`config.mk`:
```
export PLATFORM = sky130hd
export DESIGN_NAME = gamma_lut_ctrl
export DESIGN_NICKNAME = d
export VERILOG_FILES = /design/src/rtl/gamma_lut_ctrl.sv
export SDC_FILE = /design/constraint.sdc
export NUM_CORES = 2
export LEC_CHECK = 0
export BUFFER_PORTS_ARGS = -buffer_cell sky130_fd_sc_hd__buf_4
export CORE_MARGIN = 10
export CORE_UTILIZATION = 35
export CTS_CLUSTER_DIAMETER = 200
export CTS_CLUSTER_SIZE = 10
export DETAILED_ROUTE_END_ITERATION = 16
export HOLD_SLACK_MARGIN = 0.1
export PLACE_DENSITY = 0.56
export RECOVER_POWER = 25
export SLEW_MARGIN = 20
export SYNTH_ARGS = -nofsm -noshare
export SYNTH_HDL_FRONTEND = slang
export SYNTH_SLANG_ARGS = --single-unit
```
`constraint.sdc`:
```
create_clock -name clk -period 3.3 [get_ports clk]
set_clock_uncertainty 0.2 [all_clocks]
set_input_delay 0.165 -clock clk [delete_from_list [all_inputs] [get_ports clk]]
set_output_delay 0.165 -clock clk [all_outputs]
set_load 0.005 [all_outputs]
```
`src/rtl/gamma_lut_ctrl.sv`:
```
// Programmable gamma stage: double-banked LUT, host loads the shadow bank, banks swap only at frame boundaries.
// Optional feature: define GAMMA_BYPASS_EN to add a per-pixel bypass input.
module gamma_lut_ctrl #(
  parameter int COLOR_DEPTH = 8
) (
  input  logic                   clk,
  input  logic                   rst,
  input  logic [COLOR_DEPTH-1:0] pixel_in,
  input  logic                   valid_in,
  input  logic [2:0]             color_in,
  input  logic                   last_pic_in,
  input  logic                   frame_end_in,
  input  logic                   cfg_we,
  input  logic [COLOR_DEPTH-1:0] cfg_addr,
  input  logic [COLOR_DEPTH-1:0] cfg_data,
  input  logic                   cfg_commit,
`ifdef GAMMA_BYPASS_EN
  input  logic                   bypass,
`endif
  output logic                   cfg_ready,
  output logic                   lut_loaded,
  output logic [COLOR_DEPTH-1:0] pixel_out,
  output logic                   valid_out,
  output logic [2:0]             color_out,
  output logic                   last_pic_out
);

  localparam int DEPTH = 1 << COLOR_DEPTH;

  typedef enum logic {
    ST_IDLE    = 1'b0,
    ST_PENDING = 1'b1
  } state_t;

  state_t state_q, state_d;
  logic   active_bank_q, active_bank_d;
  logic   lut_loaded_q, lut_loaded_d;
  logic   frame_active_q, frame_active_d;
  logic   cfg_ready_q, cfg_ready_d;

  logic [COLOR_DEPTH-1:0] s1_pixel_q, s1_pixel_d;
  logic                   s1_valid_q, s1_valid_d;
  logic [2:0]             s1_color_q, s1_color_d;
  logic                   s1_last_q, s1_last_d;
  logic                   s1_bank_q, s1_bank_d;
  logic                   s1_ident_q, s1_ident_d;

  logic [COLOR_DEPTH-1:0] pixel_out_q, pixel_out_d;
  logic                   valid_out_q, valid_out_d;
  logic [2:0]             color_out_q, color_out_d;
  logic                   last_pic_out_q, last_pic_out_d;

  logic [COLOR_DEPTH-1:0] bank0_mem [DEPTH];
  logic [COLOR_DEPTH-1:0] bank1_mem [DEPTH];
  logic [COLOR_DEPTH-1:0] lut_rd;
  logic                   shadow_we;
  logic                   bank0_we;
  logic                   bank1_we;
  logic                   swap_ok;
  logic                   bypass_act;

`ifdef GAMMA_BYPASS_EN
  assign bypass_act = bypass;
`else
  assign bypass_act = 1'b0;
`endif

  // A swap edge is either a gap between frames or the last pixel of a frame;
  // that last pixel was already captured with the old bank.
  assign swap_ok = (!frame_active_q && !valid_in) || (valid_in && frame_end_in);

  always_comb begin
    state_d        = state_q;
    active_bank_d  = active_bank_q;
    lut_loaded_d   = lut_loaded_q;
    frame_active_d = valid_in ? !frame_end_in : frame_active_q;
    case (state_q)
      ST_IDLE: begin
        if (cfg_commit) state_d = ST_PENDING;
      end
      ST_PENDING: begin
        if (swap_ok) begin
          state_d       = ST_IDLE;
          active_bank_d = !active_bank_q;
          lut_loaded_d  = 1'b1;
        end
      end
      default: state_d = ST_IDLE;
    endcase
    cfg_ready_d = (state_d == ST_IDLE);
  end

  // Shadow bank is always the one not selected for reads.
  assign shadow_we = cfg_we && cfg_ready_q && !rst;
  assign bank0_we  = shadow_we && active_bank_q;
  assign bank1_we  = shadow_we && !active_bank_q;

  always_comb begin
    s1_pixel_d = pixel_in;
    s1_valid_d = valid_in;
    s1_color_d = color_in;
    s1_last_d  = last_pic_in;
    s1_bank_d  = active_bank_q;
    s1_ident_d = !lut_loaded_q || bypass_act;
  end

  always_comb begin
    lut_rd         = s1_bank_q ? bank1_mem[s1_pixel_q] : bank0_mem[s1_pixel_q];
    pixel_out_d    = s1_ident_q ? s1_pixel_q : lut_rd;
    valid_out_d    = s1_valid_q;
    color_out_d    = s1_color_q;
    last_pic_out_d = s1_last_q;
  end

  always_ff @(posedge clk) begin
    if (bank0_we) bank0_mem[cfg_addr] <= cfg_data;
    if (bank1_we) bank1_mem[cfg_addr] <= cfg_data;
  end

  always_ff @(posedge clk) begin
    if (rst) begin
      state_q        <= ST_IDLE;
      active_bank_q  <= 1'b0;
      lut_loaded_q   <= 1'b0;
      frame_active_q <= 1'b0;
      cfg_ready_q    <= 1'b1;
      s1_pixel_q     <= '0;
      s1_valid_q     <= 1'b0;
      s1_color_q     <= '0;
      s1_last_q      <= 1'b0;
      s1_bank_q      <= 1'b0;
      s1_ident_q     <= 1'b1;
      pixel_out_q    <= '0;
      valid_out_q    <= 1'b0;
      color_out_q    <= '0;
      last_pic_out_q <= 1'b0;
    end else begin
      state_q        <= state_d;
      active_bank_q  <= active_bank_d;
      lut_loaded_q   <= lut_loaded_d;
      frame_active_q <= frame_active_d;
      cfg_ready_q    <= cfg_ready_d;
      s1_pixel_q     <= s1_pixel_d;
      s1_valid_q     <= s1_valid_d;
      s1_color_q     <= s1_color_d;
      s1_last_q      <= s1_last_d;
      s1_bank_q      <= s1_bank_d;
      s1_ident_q     <= s1_ident_d;
      pixel_out_q    <= pixel_out_d;
      valid_out_q    <= valid_out_d;
      color_out_q    <= color_out_d;
      last_pic_out_q <= last_pic_out_d;
    end
  end

  assign cfg_ready    = cfg_ready_q;
  assign lut_loaded   = lut_loaded_q;
  assign pixel_out    = pixel_out_q;
  assign valid_out    = valid_out_q;
  assign color_out    = color_out_q;
  assign last_pic_out = last_pic_out_q;

endmodule

```
==> impl_summary.log <==
INFO  metric outcome = finished with violations
INFO  metric violations = capacitance limit, slew limit, setup timing
INFO  metric vdd_drop_max = 0.438 mV
INFO  metric syn_area_per_cell = 21.6 um^2
INFO  metric synth_instances = 7379
INFO  metric antenna_found_initial = 33
INFO  metric floorplan.initialDensity = 35.2%
INFO  metric total_placed_cells_including_tap_cells = 14200
INFO  metric num_vias = 83400
INFO  metric layoutNonFillerInstCount = 15000
INFO  metric period_share = 107%
INFO  metric cts_max_level = 5
INFO  metric drtIter0Drc = 10400
INFO  metric synth-seq-area-share = 77.4%
INFO  metric drtAntennaViolNets = 0
INFO  metric grt_pass1_wl = 653000 um
INFO  metric ffs_w_async_s_r_synth = 0%
INFO  metric yosysWarnings = 0
INFO  metric routed_wirelength = 464000 um
INFO  metric final.fill_count = 39000
INFO  metric layout-drive-gt1-share = 34.5%
INFO  metric placementRows = 247
INFO  metric globalRouteMet3Util = 3.57%
INFO  metric netlist_top_cells_area = sky130_fd_sc_hd__edfxtp_1 77%, sky130_fd_sc_hd__mux4_2 14%, sky130_fd_sc_hd__nor2_1 1.4%, sky130_fd_sc_hd__mux2i_1 1.3%, sky130_fd_sc_hd__a22oi_1 0.54%
INFO  metric met2_usage = 29.5%
INFO  metric grt_util_all_layers = 18.7%
INFO  metric synthDominantCellAreaShare = 77.0%
INFO  metric sequential_cell_area = 124000 um^2
INFO  metric max_stage_delay = 0.65 ns
INFO  metric first_global_vias = 84700
INFO  metric post_dp_cell_area = 177000 um^2
INFO  metric critical_path.slowest_cell = sky130_fd_sc_hd__mux4_2
INFO  metric synth_seq_cells = 4129
INFO  metric power_leakage = 60.5 nW
INFO  metric io-pin-count = 49
INFO  metric maxSlewHeadroom = -114%
INFO  metric areaGrowthSynthToFinish = 20.0%
INFO  metric crit_path_start_kind = register
INFO  metric end_kind = register
INFO  metric timing.setup.critical_path_class = reg -> reg
INFO  metric vias_per_cell = 5.56
INFO  metric die_height = 695 um
INFO  metric gr_met1_demand_resource = 26.5%
INFO  metric ys_types = 66
INFO  metric worst_setup_slack_after_layout = -0.240 ns
INFO  metric multi_input_comb_area = 34300 um^2
INFO  metric final_period_minus_worst_setup_slack = 3.54 ns
INFO  metric mostFrequentLayoutCells = 4096 x sky130_fd_sc_hd__edfxtp_1, 1192 x sky130_fd_sc_hd__buf_4, 1025 x sky130_fd_sc_hd__mux4_2, 579 x sky130_fd_sc_hd__nor2_1, 458 x sky130_fd_sc_hd__clkbuf_16
INFO  metric dieArea = 484000 um^2
INFO  metric cts-root-buf = sky130_fd_sc_hd__clkbuf_16
INFO  metric ctsLongestPathBuffers = 4
INFO  metric worst_hold_endpoint = pixel_out[6]$_SDFF_PP0_
INFO  metric drv_cap = 12
INFO  metric timing_worst_slew_pin_value = 3.22 ns
INFO  metric cts_made_buffers = 450
INFO  metric final_max_slew_viol_count = 895
INFO  metric path_max_fanout = 7
INFO  metric design_area = 192000 um^2
INFO  metric worst-r2r-setup-slack = -0.24 ns
INFO  metric firstDrtPassIters = 6
INFO  metric grt_overflow = 0
INFO  metric hold_path_startpoint = rst
INFO  metric busiest_layer = met2
INFO  metric core = 454000 um^2
INFO  metric setup_total_negative_slack = -1.46 ns
INFO  metric critical_path_required = 3.98 ns
INFO  metric holdCritPathClass = in -> reg
INFO  metric pwr_density_cell = 565 nW/um^2
INFO  metric synth_area = 160000 um^2
INFO  metric reg2reg_depth = 9
INFO  metric number_of_flops_mapped_to_enable_cells_by_yosys = 4096
INFO  metric critical_path_arrival = 4.22 ns
INFO  metric rsz_0062_raised_after_global_routing = true
INFO  metric clock_latency = 1.00 ns
INFO  metric min_path_cells = 5
INFO  metric cts.reportedPaths.clkPinSlew = 0.06 ns
INFO  metric gp_congestion = 0.867
INFO  metric wl_per_cell = 30.9 um
INFO  metric final_core_util = 42.2%
INFO  metric synth_largest_area_cell = sky130_fd_sc_hd__edfxtp_1
INFO  metric die_w = 695 um
INFO  metric worstReg2RegEnd = pixel_out[6]$_SDFF_PP0_
INFO  metric cts_sinks = 4129
INFO  metric timing.critical_path.cells = buf_16 > buf_12 > buf_12 > buf_12 > mux4_2 > mux4_2 > mux4_2 > o22ai_4 > a32oi_1
INFO  metric critical_path.startpoint = s1_pixel_q[0]$_SDFF_PP0_
INFO  metric port-buffer-count = 48
INFO  metric timing.fmax = 283 MHz
INFO  metric cts_tree = done
INFO  metric nNetsFinal = 8935
INFO  metric ys.flop_type = sky130_fd_sc_hd__edfxtp_1
INFO  metric place.detailed.hpwl = 301000 um
INFO  metric finalSetupViolations = 8
INFO  metric hold_viol_final = 0
INFO  metric synth_nets = 7413
INFO  metric mostFrequentLayoutCell = sky130_fd_sc_hd__edfxtp_1
INFO  metric r2r_start = s1_pixel_q[0]$_SDFF_PP0_
INFO  metric drc = 0
INFO  metric maximum_number_of_pins_on_one_net_before_global_route_repair = 183
## critical path: cells and delay by family, from the launching register on
| family | cells | cell delay (ns) |
|---|---|---|
| AOI/OAI and AO/OA | 2 | 0.38 |
| buffers and inverters | 4 | 0.61 |
| DFF | 1 | 0.45 |
| muxes | 3 | 1.73 |
## cells in the mapped netlist (all sizes together), types with 5 or more instances
cell	n
edfxtp	4096
mux4	1025
nor2	584
buf	258
mux2i	212
nand2	191
clkbuf	189
a22oi	114
a21oi	90
o221ai	57
nand3	54
o21ai	54
o22ai	53
mux2	44
nor2b	41
a221oi	36
dfxtp	33
a211oi	29
nand2b	29
nor3	28
nand4	15
a31oi	13
and2	12
nor4	11
a22o	10
a311oi	9
a32oi	8
and3	7
or2	7
or4	7
nand4b	5
o2111ai	5
o211ai	5
## worst max path at each step
stage / depth (start not counted) / endpoint
after global routing: 9 / pixel_out[6]$_SDFF_PP0_
after CTS: 12 / pixel_out[5]$_SDFF_PP0_
after detailed placement: 10 / pixel_out[6]$_SDFF_PP0_
after global placement: 10 / pixel_out[6]$_SDFF_PP0_
final: 9 / pixel_out[6]$_SDFF_PP0_
after floorplan: 11 / pixel_out[5]$_SDFF_PP0_
## through the flow
step	hold WS [ns]	setup slack, ns	power, mW
finish	0.228	-0.240	108
global route	0.237	-0.282	111
CTS	0.104	-0.244	109
detailed placement	0.187	-0.713	65.0
global placement	0.184	-0.703	64.9
floorplan	0.0639	0.370	61.5
## cells by family (layout without fill, tap and decap cells)
| kind of cell | after synthesis | after routing | share of synthesized area [%] |
|---|---|---|---|
| flops | 4129 | 4129 | 77.4 |
| mux | 1281 | 1281 | 16.1 |
| simple gates | 1000 | 1000 | 2.67 |
| compound gates | 514 | 514 | 2.27 |
| buf+inv | 454 | 2095 | 1.52 |
| xor+xnor | 1 | 1 | 0.00549 |
| other cells | 0 | 9 | 0 |
## repair_timing
item	4_1_cts	5_1_grt
pin swaps	27	24
cloned	9	4
endpoints found under the setup margin	8	64
hold buffers	72	0
setup buffers	50	61
resized for setup	147	74
endpoints found under the hold margin	6856	0
## cell type report
class                           count  area share [%]
Sequential cell                  4129            64.6
Timing Repair Buffer             1517            7.25
Tap cell                         5976            3.90
Clock inverter                     24           0.210
Clock buffer                      547            6.11
Multi-Input combinational cell   2796            17.9
Inverter                            7          0.0202
Antenna cell                        9          0.0118
## layer usage
metal	vias to the layer above	wire length (um)
met2	3907	218000
met1	44900	191000
met5	-	86
met4	12	13800
li1	33800	-
met3	689	41400
## state kept, by name, summed over array words and instances (netlist names)
name,count
s1_pixel_q,8
s1_valid_q,1
color_out,3
bank1_mem,2048
last_pic_out_d,1
valid_out,1
s1_bank_q,1
cfg_ready,1
color_out_d,3
frame_active_q,1
state_q,1
bank0_mem,2048
active_bank_q,1
lut_loaded,1
pixel_out,8
s1_ident_q,1
last_pic_out,1
## power breakdown
part,switching (mW),internal (mW)
clock,19.4,24.5
sequential,0.0743,57.7
combinational,3.91,2.60
No activity file was read; power rests on OpenSTA's default activity.
